### src/rtl/evm_pkg.sv
// Shared types and default sizing for the EVM ballot controller slice.
package evm_pkg;

    // Voting-cycle states of the ballot controller
    typedef enum logic [2:0] {
        IDLE   = 3'd0,
        ARMED  = 3'd1,
        RECORD = 3'd2,
        HOLD   = 3'd3,
        CLOSED = 3'd4
    } state_t;

    // Default build: four candidates, 8-bit tallies, 8-cycle lockout
    localparam int DEF_NUM_CAND    = 4;
    localparam int DEF_CNT_W       = 8;
    localparam int DEF_HOLD_CYCLES = 8;

endpackage

### src/rtl/tally_bank.sv
// Per-candidate saturating tallies, total counter, sticky saturation flag
// and the registered result read-out port.
module tally_bank
    import evm_pkg::*;
#(
    parameter int NUM_CAND = DEF_NUM_CAND,
    parameter int CNT_W    = DEF_CNT_W,
    parameter int SEL_W    = $clog2(DEF_NUM_CAND)
) (
    input  logic             clk,
    input  logic             rst,
    input  logic             inc_en,
    input  logic [SEL_W-1:0] inc_idx,
    input  logic [SEL_W-1:0] rd_sel,
    output logic [CNT_W-1:0] rd_count,
    output logic [CNT_W-1:0] total_count,
    output logic             sat_flag
);

    localparam logic [CNT_W-1:0] CNT_MAX = {CNT_W{1'b1}};

    logic [CNT_W-1:0] tally [NUM_CAND];
    logic             inc_ok;
    logic             rd_ok;

    // Indices beyond the candidate count are treated as non-existent
    assign inc_ok = ({1'b0, inc_idx} < (SEL_W+1)'(NUM_CAND));
    assign rd_ok  = ({1'b0, rd_sel}  < (SEL_W+1)'(NUM_CAND));

    // Count one vote into the chosen tally and the total; a count already at maximum holds and latches sat_flag
    always_ff @(posedge clk or posedge rst) begin
        if (rst) begin
            for (int i = 0; i < NUM_CAND; i++) begin
                tally[i] <= '0;
            end
            total_count <= '0;
            sat_flag    <= 1'b0;
        end else if (inc_en) begin
            if (inc_ok) begin
                if (tally[inc_idx] == CNT_MAX) begin
                    sat_flag <= 1'b1;
                end else begin
                    tally[inc_idx] <= tally[inc_idx] + 1'b1;
                end
            end
            if (total_count == CNT_MAX) begin
                sat_flag <= 1'b1;
            end else begin
                total_count <= total_count + 1'b1;
            end
        end
    end

    // Result read-out register, refreshed every cycle regardless of controller state
    always_ff @(posedge clk or posedge rst) begin
        if (rst) begin
            rd_count <= '0;
        end else begin
            rd_count <= rd_ok ? tally[rd_sel] : '0;
        end
    end

endmodule

### src/rtl/ballot_controller.sv
// EVM ballot sequencer: issues a ballot on a request edge, accepts exactly
// one clean candidate press, tallies it, then locks the unit for a hold period.
module ballot_controller
    import evm_pkg::*;
#(
    parameter int NUM_CAND    = DEF_NUM_CAND,
    parameter int CNT_W       = DEF_CNT_W,
    parameter int HOLD_CYCLES = DEF_HOLD_CYCLES
) (
    input  logic                        clk,
    input  logic                        rst,
    input  logic                        ballot_req,
    input  logic                        close_poll,
    input  logic [NUM_CAND-1:0]         vote_btn,
    input  logic [$clog2(NUM_CAND)-1:0] rd_sel,
    output logic                        busy,
    output logic                        ballot_en,
    output logic                        vote_ack,
    output logic                        poll_closed,
    output logic [CNT_W-1:0]            rd_count,
    output logic [CNT_W-1:0]            total_count,
    output logic                        sat_flag
);

    localparam int SEL_W = $clog2(NUM_CAND);
    localparam int HC_W  = $clog2(HOLD_CYCLES + 1);
    localparam logic [HC_W-1:0] HOLD_LAST = HC_W'(HOLD_CYCLES - 1);

    state_t              state;
    state_t              next_state;
    logic                ballot_req_q;
    logic [NUM_CAND-1:0] vote_btn_q;
    logic                req_rise;
    logic [NUM_CAND-1:0] btn_rise;
    logic                press_ok;
    logic [SEL_W-1:0]    press_idx;
    logic [SEL_W-1:0]    idx_q;
    logic [HC_W-1:0]     hold_cnt;
    logic                hold_done;

    assign req_rise  = ballot_req & ~ballot_req_q;
    assign btn_rise  = vote_btn & ~vote_btn_q;
    // A press counts only when a single button has just gone down and no other is held
    assign press_ok  = (btn_rise != '0) && (vote_btn == btn_rise) && $onehot(vote_btn);
    assign hold_done = (hold_cnt == HOLD_LAST);

    // Previous-cycle copies of the request and buttons for rising-edge detection
    always_ff @(posedge clk or posedge rst) begin
        if (rst) begin
            ballot_req_q <= 1'b0;
            vote_btn_q   <= '0;
        end else begin
            ballot_req_q <= ballot_req;
            vote_btn_q   <= vote_btn;
        end
    end

    // Encode the pressed button into a candidate index
    always_comb begin
        press_idx = '0;
        for (int i = 0; i < NUM_CAND; i++) begin
            if (vote_btn[i]) begin
                press_idx = SEL_W'(i);
            end
        end
    end

    // Capture the accepted candidate so RECORD can tally it
    always_ff @(posedge clk or posedge rst) begin
        if (rst) begin
            idx_q <= '0;
        end else if (state == ARMED && press_ok) begin
            idx_q <= press_idx;
        end
    end

    // Lockout timer: counts cycles spent in HOLD, idles at zero elsewhere
    always_ff @(posedge clk or posedge rst) begin
        if (rst) begin
            hold_cnt <= '0;
        end else if (state == HOLD) begin
            hold_cnt <= hold_cnt + 1'b1;
        end else begin
            hold_cnt <= '0;
        end
    end

    // State register
    always_ff @(posedge clk or posedge rst) begin
        if (rst) begin
            state <= IDLE;
        end else begin
            state <= next_state;
        end
    end

    // Next-state and status outputs; closing the poll wins over a same-cycle ballot request
    always_comb begin
        next_state  = state;
        busy        = 1'b0;
        ballot_en   = 1'b0;
        vote_ack    = 1'b0;
        poll_closed = 1'b0;
        case (state)
            IDLE: begin
                if (close_poll) begin
                    next_state = CLOSED;
                end else if (req_rise) begin
                    next_state = ARMED;
                end
            end
            ARMED: begin
                busy      = 1'b1;
                ballot_en = 1'b1;
                if (press_ok) begin
                    next_state = RECORD;
                end
            end
            RECORD: begin
                busy       = 1'b1;
                vote_ack   = 1'b1;
                next_state = HOLD;
            end
            HOLD: begin
                busy = 1'b1;
                if (hold_done) begin
                    next_state = IDLE;
                end
            end
            CLOSED: begin
                poll_closed = 1'b1;
            end
            default: begin
                next_state = IDLE;
            end
        endcase
    end

    tally_bank #(
        .NUM_CAND (NUM_CAND),
        .CNT_W    (CNT_W),
        .SEL_W    (SEL_W)
    ) u_tally_bank (
        .clk         (clk),
        .rst         (rst),
        .inc_en      (state == RECORD),
        .inc_idx     (idx_q),
        .rd_sel      (rd_sel),
        .rd_count    (rd_count),
        .total_count (total_count),
        .sat_flag    (sat_flag)
    );

endmodule
### config.mk
export PLATFORM = sky130hd
export DESIGN_NAME = ballot_controller
export DESIGN_NICKNAME = d
export VERILOG_FILES = /design/src/rtl/evm_pkg.sv /design/src/rtl/tally_bank.sv /design/src/rtl/ballot_controller.sv
export SDC_FILE = /design/constraint.sdc
export NUM_CORES = 1
export LEC_CHECK = 0
export ABC_AREA = 1
export CORE_ASPECT_RATIO = 1.2
export CORE_MARGIN = 2
export CORE_UTILIZATION = 62
export CTS_CLUSTER_DIAMETER = 30
export CTS_CLUSTER_SIZE = 12
export DETAILED_ROUTE_END_ITERATION = 12
export PLACE_DENSITY = 0.85
export SLEW_MARGIN = 20
export SYNTH_ARGS = -nofsm -noshare
export SYNTH_HDL_FRONTEND = slang
export SYNTH_HIERARCHICAL = 1
export SYNTH_SLANG_ARGS = --single-unit
### constraint.sdc
create_clock -name clk -period 3.35 [get_ports clk]
set_input_delay 0.67 -clock clk [delete_from_list [all_inputs] [get_ports clk]]
set_output_delay 0.67 -clock clk [all_outputs]
set_load 0.005 [all_outputs]
* Word level (Yosys, flattened, before mapping)
Index checks and enable logic that the tools add are counted.
Widths: inputs -> output; s select.
** Word-level totals
- Output and inout bits :: 21
- Word-level logic and storage cells :: 78
- Register bits :: 63
- Input port bits :: 10
** Operators by class
- $lt $le $gt $ge :: 3
- Bitwise gates (word level) :: 9
- $add $sub $neg :: 6
- Reductions and logical operators :: 12
- Equality and inequality tests :: 12
- Muxes and demuxes :: 24
** Operators with widths (count)
- $mux 8 :: 5
- $bmux 8 s2 :: 2
- $bwmux 32 :: 1
- $add 8x1->8 const B :: 2
- $demux 8 s2 :: 1
- $eq 8x8->1 const B :: 2
- $pmux 3 s5 :: 1
- $mux 3 :: 4
- $mux 1 :: 7
- $eq 3x1->1 const B :: 2
- $eq 3x2->1 const B :: 2
- $ge 3x3->1 const B :: 2
- $not 2->3 :: 2
- $reduce_and 2->1 :: 3
- $add 1x1->2 :: 2
- $add 4x1->4 const B :: 1
- $and 4x4->4 :: 1
- $eq 4x3->1 const B :: 1
- $eq 4x4->1 :: 1
- $logic_and 1x1->1 :: 4
- $mux 2 :: 2
- $mux 4 :: 1
- $ne 2x2->1 const B :: 2
- $not 1->1 :: 4
- 11 further kinds :: 11

* Longest topological paths before layout
Gate-level depths: netlist (run 1).
- Depth in word-level cells :: 7
- Depth in mapped cells :: 14
- Depth with buffers taken out :: 13

* Modules after synthesis
Netlist (run 1), hierarchy kept.
** Modules (own cells, without submodules)
- tally_bank :: times used 1, cells an instance 352, area each 2640.0 um^2, seq. area each 1226.2 um^2
- ballot_controller :: times used 1, cells an instance 88, area each 705.7 um^2, seq. area each 350.3 um^2

* Least setup slack after synthesis (run 1)
No wires, ideal clock.
- Kind :: input to register
- Start point :: input port vote_btn[0]
- End point :: register state[0]
- Buffers on the path :: 0
- Cell stages on the path :: 12
- Data required time :: 3233 ps
- Arrival time :: 2207 ps
- Library setup time :: 117 ps
- Setup slack :: 1026 ps
- Cells stage by stage :: inv_1 > fa_1 > inv_1 > ha_1 > ha_1 > nand3b_1 > nor2_1 > nand2_1 > nand2_1 > nand2_1 > nand2_1 > nand2_1
** Between the ends
- Longest elaborated chain between the ends :: 6
- Elaborated cells on any way between the ends :: 10
- Those cells by class :: add/sub: 2; eq/ne: 3; bitwise: 1; reduce/logical: 4
** RTL lines
- start, declared :: line ballot_controller.sv:14 : input logic [NUM_CAND-1:0] vote_btn,
- $add 1x1->2 (implied by the code) / $and 4x4->4 (equally long branches) :: line ballot_controller.sv:44, ballot_controller.sv:42
- $add 2x2->3 (implied by the code), or another cell as far along :: line ballot_controller.sv:44 : assign press_ok = (btn_rise != '0) && (vote_btn == btn_rise) && $onehot(vote_btn);
- $eq 3x1->1 / $logic_and 1x1->1 (equally long branches) :: line ballot_controller.sv:44
- $logic_and 1x1->1 (*) :: line ballot_controller.sv:44
- $ne 2x2->1 (no line) (*)
- $reduce_and 4->1 (no line) (*)
- end signal, assigned :: line ballot_controller.sv:93 : state <= next_state;
- end, declared :: line ballot_controller.sv:29 : state_t state;
Every way passes the cells marked *; elsewhere a longest branch is shown, timed or not.
A chain may end at the register's enable or synchronous reset.

* Final worst setup path (run 1)
Ends and elaborated chain as after synthesis.

==> flow_metrics.py, run 1 <==
metrics = {
    "clocking": {
        "clkSlewWorstSetupHoldPaths_ps": 70,
        "cts.sinks": 63,
        "cts.htree.levels": 3,
        "cts_made_buffers": 9,
        "cts_buffer_depth": 2,
        "clk_latency_ps": 340,
        "cts_tree": "done",
        "cts-root-buf": "clkbuf_8",
        "cts_hold_buffers": 0,
        "postCtsSetupRepairBufs": 0,
        "ctsResizeCount": 0,
    },
    "final_layout": {
        "multi_input_area_mm2": 0.00153,
        "fillCellCount": 402,
        "seq_area_mm2": 0.00158,
        "syn_to_final_growth_pct": 15.4,
        "stdcell_count": 539,
        "final_nets": 488,
        "drive_above_1_share_pct": 8.39,
        "n_antenna_cell": 0,
    },
    "global_routing": {
        "grt_pass1_wl_um": 12600,
        "antenna_found_initial": 0,
        "grt_max_degree": 50,
        "grt_pass1_vias": 2864,
        "grt_usage_pct": 26.4,
        "grt-ovfl-total": 0,
    },
    "floorplan": {
        "fp.dieW_um": 71.1,
        "ios": 31,
        "die-area_mm2": 0.00600,
        "fp.dieH_um": 84.5,
        "initial_core_util_pct": 63.6,
        "core-area_mm2": 0.00526,
        "num_rows": 29,
    },
    "synthesis": {
        "ys_types": 30,
        "ys.flop_type": "dfrtp_1",
        "yosysWarnings": 6,
        "ys_seq_area_share_pct": 47.1,
        "synth_area_leaders": "dfrtp_1, nand2_1, inv_1, nor2_1, o21ai_0",
        "synth_area_per_cell_um2": 7.60,
        "synthesis.nets": 456,
        "yosys.area.top_type": "dfrtp_1",
        "synth.most_common_cell": "nand2_1",
        "synth-seq-cells": 63,
        "ys_async_sr_fraction_pct": 100,
        "synth_top_area_share_pct": 47.1,
        "synth-edff-count": 0,
        "netlist_area_mm2": 0.00335,
        "syn_inst": 440,
        "yosys-top-cells-count": "nand2_1, dfrtp_1, inv_1",
    },
    "route": {
        "drt_iter0_markers": 254,
        "vias": 2970,
        "drcViolationCount": 0,
        "wire_per_inst_um": 13.4,
        "vias_per_cell": 5.51,
        "drt-total-wl_um": 7230,
        "drtPass1Iterations": 6,
        "ant_nets": 0,
    },
    "worst_setup_path": {
        "critical_path_buf_inv_count": 3,
        "start_kind": "primary input",
        "worstPathCellList": "clkdlybuf4s50_1, inv_1, fa_1, inv_1, ha_1, ha_1, nand3b_1, nor2_1, nand2_1, nand2_1, nand2_1, nand2_1, nand2_1",
        "critPathMaxFanout": 4,
        "arrival_ps": 2920,
        "r2r_slack_ps": 1010,
        "crit_family": "adder cells",
        "r2r_start": "idx_q[1]$_DFFE_PP0P_",
        "reg2reg_to": "u_tally_bank/tally[4]$_DFFE_PP0P_",
        "cpMaxStageDelayCell": "fa_1",
        "path_class": "in -> reg",
        "reg2regPathDepth": 11,
        "critPathRequiredTime_ps": 3580,
        "cpMostUsedCell": "nand2_1",
        "endpoint_kind": "register",
        "cpPeakStageDelay_ps": 540,
    },
    "pwr": {
        "p_total_mw": 1.95,
        "p_per_area_mw_per_mm2": 505,
        "ir_worst_vdd_mv": 0.356,
        "p_leak_nw": 1.99,
    },
    "placement": {
        "dp_cells": 523,
        "dp_hpwl_um": 4690,
        "port_buffers": 30,
        "gp_congestion": 0.895,
        "dp_slack_ps": 352,
    },
    "timing": {
        "skew_ps": 5.72,
        "period_minus_slack_ps": 2680,
        "layout_setup_ws_ps": 666,
        "worstMarginPinSlew_ps": 826,
        "maxSlewViolCount": 0,
        "max_slew_margin_pct": 44.9,
        "rsz0062_at_grt": "false",
        "finalSetupTns_ps": 0,
        "period_share_pct": 80.1,
        "hold_viol": 0,
        "setup_viol": 0,
        "fmax_mhz": 373,
        "holdWs_ps": 472,
    },
    "status": {
        "run_status": "complete, no violations",
    },
    "hold_path": {
        "holdPathStages": 1,
        "worstHoldStart": "u_tally_bank/sat_flag$_DFFE_PP0P_",
        "hold_class": "reg -> reg",
        "whs_endpoint": "u_tally_bank/sat_flag$_DFFE_PP0P_",
    },
    "job": {
        "drv_cap": 0,
    },
}
-- how the worst max path moves through the flow --
stage / startpoint / endpoint / slack (ps) / cells past startpoint
after floorplan: vote_btn[0] / state[0]$_DFFE_PP0P_ / 1030 / 12
after global placement: vote_btn[0] / state[0]$_DFFE_PP0P_ / 420 / 13
after detailed placement: vote_btn[0] / state[0]$_DFFE_PP0P_ / 350 / 13
after CTS: state[2]$_DFFE_PP0P_ / vote_ack / 660 / 4
after global routing: state[2]$_DFFE_PP0P_ / vote_ack / 530 / 4
final: vote_btn[0] / state[0]$_DFFE_PP0P_ / 670 / 13
-- kinds of logic after synthesis --
| family | synth area share (%) |
|---|---|
| XOR/XNOR | 2.88 |
| flip-flops | 47.1 |
| AO/OA/AOI/OAI | 8.26 |
| AND/OR/NAND/NOR | 32.1 |
| adder cells (fa/ha/maj) | 2.47 |
| buffers and inverters | 7.14 |
-- report_power, final --
part / internal (mW) / total (mW) / switching (mW)
registers: 0.816 / 0.874 / 0.0582
clock network: 0.402 / 0.681 / 0.279
logic: 0.148 / 0.396 / 0.248
-- area by class of cell --
class,instances,area share (%)
flip-flops and latches,63,40.8
multi-input cells,326,39.6
repair buffers,32,8.17
clock buffers,13,4.38
inverters,40,3.92
well taps,62,2.01
clock inverters,3,1.04
-- metal layers --
metal | vias to the layer above | track usage (%) | wire, um
li1 | 1437 | - | -
met1 | 1393 | 33.0 | 3070
met2 | 120 | 44.6 | 3560
met3 | 20 | 4.80 | 396
met4 | 0 | 11.7 | 213
met5 | - | 0 | 0
-- stage by stage --
step / cell area, um^2 / utilization, %
after floorplan: 3350 / -
after global placement: 3650 / 69.4
after detailed placement: 3650 / 69.4
after CTS: 3860 / 73.3
after global routing: 3860 / 73.4
final: 3860 / 73.4
-- state kept, by name, summed over array words and instances (netlist names) --
signal,cells
idx_q,2
ballot_req_q,1
u_tally_bank/sat_flag,1
u_tally_bank/total_count,8
vote_btn_q,4
u_tally_bank/rd_count,8
u_tally_bank/tally,32
state,3
hold_cnt,4
-- placed cells by master, fill, tap and decap left out, types with 3 or more instances in the layout --
| cell | n |
|---|---|
| nor2_2 | 6 |
| nand2_1 | 188 |
| ha_1 | 5 |
| nand3_2 | 5 |
| o21ai_1 | 13 |
| xor2_1 | 8 |
| nand2_2 | 6 |
| dfrtp_1 | 63 |
| xnor2_1 | 3 |
| a21oi_1 | 3 |
| inv_1 | 37 |
| nand3_1 | 9 |
| o22ai_1 | 8 |
| clkdlybuf4s50_1 | 30 |
| nor2_1 | 36 |
| o21ai_0 | 23 |
| clkinv_2 | 3 |
| clkbuf_8 | 12 |
| nand3b_1 | 3 |
(Power assumes the default switching activity.)
==> run 2, diff against run 1 <==
--- a/config.mk
+++ b/config.mk
@@ -8,11 +8,11 @@
 export ABC_AREA = 1
 export CORE_ASPECT_RATIO = 1.2
 export CORE_MARGIN = 2
-export CORE_UTILIZATION = 62
+export CORE_UTILIZATION = 52
 export CTS_CLUSTER_DIAMETER = 30
 export CTS_CLUSTER_SIZE = 12
 export DETAILED_ROUTE_END_ITERATION = 12
-export PLACE_DENSITY = 0.85
+export PLACE_DENSITY = 0.76
 export SLEW_MARGIN = 20
 export SYNTH_ARGS = -nofsm -noshare
 export SYNTH_HDL_FRONTEND = slang
==> constraint.sdc (replaced) <==
create_clock -name clk -period 2.4 [get_ports clk]
set_input_delay 0.48 -clock clk [delete_from_list [all_inputs] [get_ports clk]]
set_output_delay 0.48 -clock clk [all_outputs]
set_load 0.005 [all_outputs]
==> run 2 against run 1 <==
Combinational power up 51%. Core utilization is 11 points lower. Clock power grew 20%. Clock skew is 1.2 ps higher. Critical path depth shrank 9. Critical path type is now reg -> out. Highest routed layer unchanged.
==> flow_metrics.py, run 2 (synthesis results as in run 1) <==
metrics = {
    "clocking": {
        "cts.sinks": 63,
        "cts_made_buffers": 9,
        "cts_tree": "done",
        "cts-root-buf": "clkbuf_8",
        "clkSlewWorstSetupHoldPaths_ps": 60,
        "cts_hold_buffers": 0,
        "cts_buffer_depth": 2,
        "clk_latency_ps": 340,
        "cts.htree.levels": 3,
    },
    "route": {
        "drt-total-wl_um": 7380,
        "drt_iter0_markers": 193,
        "ant_nets": 0,
        "drtPass1Iterations": 4,
        "drcViolationCount": 0,
        "vias_per_cell": 5.11,
        "vias": 2927,
        "wire_per_inst_um": 12.9,
    },
    "worst_setup_path": {
        "arrival_ps": 1660,
        "cpPeakStageDelay_ps": 510,
        "worstPathCellList": "inv_1, nand3_1, inv_1, clkdlybuf4s50_1",
        "r2r_slack_ps": 320,
        "critPathRequiredTime_ps": 1920,
        "cp_num_cells": 4,
        "critical_path_buf_inv_count": 3,
        "r2r_start": "idx_q[0]$_DFFE_PP0P_",
        "reg2regPathDepth": 12,
        "critPathCapture": "ballot_en",
        "crit_family": "buffers and inverters",
        "cpMostUsedCell": "inv_1",
        "cpMaxStageDelayCell": "clkdlybuf4s50_1",
        "reg2reg_to": "u_tally_bank/tally[2]$_DFFE_PP0P_",
        "critPathMaxFanout": 6,
        "start_kind": "register",
        "endpoint_kind": "primary output",
        "path_class": "reg -> out",
        "crit_start": "state[2]$_DFFE_PP0P_",
    },
    "global_routing": {
        "grt_usage_pct": 23.3,
        "grt_max_degree": 25,
        "grt_pass1_vias": 2792,
        "antenna_found_initial": 0,
        "grt_pass1_wl_um": 12900,
        "grt-ovfl-total": 0,
    },
    "pwr": {
        "swShare_pct": 31.4,
        "pwr-share-seq_pct": 46.4,
        "p_total_mw": 2.64,
        "p_per_area_mw_per_mm2": 665,
        "clock_power_share_pct": 31.0,
        "combPwrFrac_pct": 22.6,
        "p_leak_nw": 2.07,
        "power_switching_mw": 0.828,
        "ir_worst_vdd_mv": 0.364,
        "internal_power_mw": 1.81,
    },
    "placement": {
        "gp_congestion": 0.977,
        "dp_hpwl_um": 5270,
        "port_buffers": 30,
    },
    "floorplan": {
        "die-area_mm2": 0.00709,
        "ios": 31,
        "fp.dieH_um": 91.9,
        "num_rows": 32,
        "fp.dieW_um": 77.2,
        "core-area_mm2": 0.00633,
        "initial_core_util_pct": 52.9,
    },
    "final_layout": {
        "fillCellCount": 596,
        "n_antenna_cell": 0,
        "drive_above_1_share_pct": 11.3,
        "final_nets": 499,
        "layout_commonest_cell": "nand2_1",
        "syn_to_final_growth_pct": 18.4,
        "layout_common_cells": "nand2_1, dfrtp_1, nor2_1",
        "largest-register": "u_tally_bank/tally",
        "largest_reg_flops": 32,
        "top_regs": "u_tally_bank/tally (32), u_tally_bank/rd_count (8), u_tally_bank/total_count (8)",
    },
    "timing": {
        "finalSetupTns_ps": 0,
        "skew_ps": 6.87,
        "max_slew_margin_pct": 64.0,
        "hold_viol": 0,
        "maxSlewViolCount": 0,
        "period_minus_slack_ps": 2140,
        "fmax_mhz": 467,
        "rsz0062_at_grt": "false",
        "worstMarginPinSlew_ps": 540,
        "setup_viol": 0,
        "period_share_pct": 89.2,
    },
    "hold_path": {
        "hold_class": "in -> reg",
    },
    "job": {
        "drv_cap": 0,
    },
    "status": {
        "run_status": "complete, no violations",
    },
}
-- run 2: cell types whose count changed in the layout (fill, tap and decap cells not counted), moves of 2 or more --
cell and change:
buf_4 +10, inv_2 +3, nand2_2 +2, clkdlybuf4s50_1 -3
nand2_1 -2, inv_1 -2, dlymetal6s2s_1 +3
-- run 2: repair_timing --
item,4_1_cts,5_1_grt
endpoints found under the setup margin,0,4
resized for setup,0,7
buffers inserted,0,0
-- run 2: cell type report --
type	instances	area [um^2]	share of cell area (%)
flip-flops and latches	63	1580	39.8
inverters	40	150	3.79
multi-input cells	326	1540	38.8
clock buffers	12	155	3.92
clock inverters	4	20.0	0.505
well taps	85	106	2.68
repair buffers	43	418	10.5
-- run 2: worst min path at each step --
stage / startpoint / endpoint / slack, ps / cells after the start
3_5_place_dp: u_tally_bank/sat_flag$_DFFE_PP0P_ / u_tally_bank/sat_flag$_DFFE_PP0P_ / 450 / 1
6_report: vote_btn[3] / vote_btn_q[3]$_DFF_PP0_ / 410 / 2
2_1_floorplan: rst / ballot_req_q$_DFF_PP0_ / 370 / 1
4_1_cts: u_tally_bank/sat_flag$_DFFE_PP0P_ / u_tally_bank/sat_flag$_DFFE_PP0P_ / 470 / 1
3_3_place_gp: u_tally_bank/sat_flag$_DFFE_PP0P_ / u_tally_bank/sat_flag$_DFFE_PP0P_ / 450 / 1
5_1_grt: vote_btn[3] / vote_btn_q[3]$_DFF_PP0_ / 410 / 2
-- run 2: stage by stage --
stage / hold slack, ps / utilization [%] / cell area [um^2] / setup WS, ps / std cells
5_1_grt: 409 / 62.6 / 3960 / 145 / 573
3_3_place_gp: 446 / 59.7 / 3770 / -280 / 557
3_5_place_dp: 448 / 59.7 / 3770 / -348 / 557
4_1_cts: 468 / 62.4 / 3950 / 10.8 / 573
6_report: 410 / 62.6 / 3960 / 259 / 573
2_1_floorplan: 369 / - / 3350 / 266 / 440
-- run 2: per-layer routing --
layer  share of wire [%]  vias up  wire length (um)  GRT usage [%]
met5                   0        -                 0              0
li1                    -     1460                 -              -
met3                 5.4       22               395           5.02
met2                  50       88              3660           39.3
met4                 3.1        0               228           11.3
met1                  42     1357              3090           28.3
-- run 2: worst register-to-register path: cells and delay by family, from the launching register on --
family	cells	cell delay [ps]
simple gates	9	990
flops	1	510
buf+inv	1	210
fa+ha+maj	1	190
compound gates	1	90
-- run 2: power groups by stage --
stage                     clock, mW  sequential [mW]  combinational [mW]
after detailed placement          0             1.24               0.594
final                         0.817             1.22               0.596
after floorplan                   0             1.21               0.385
after global placement            0             1.24               0.583
after global routing          0.901             1.24               0.677
after CTS                     0.840             1.22               0.597
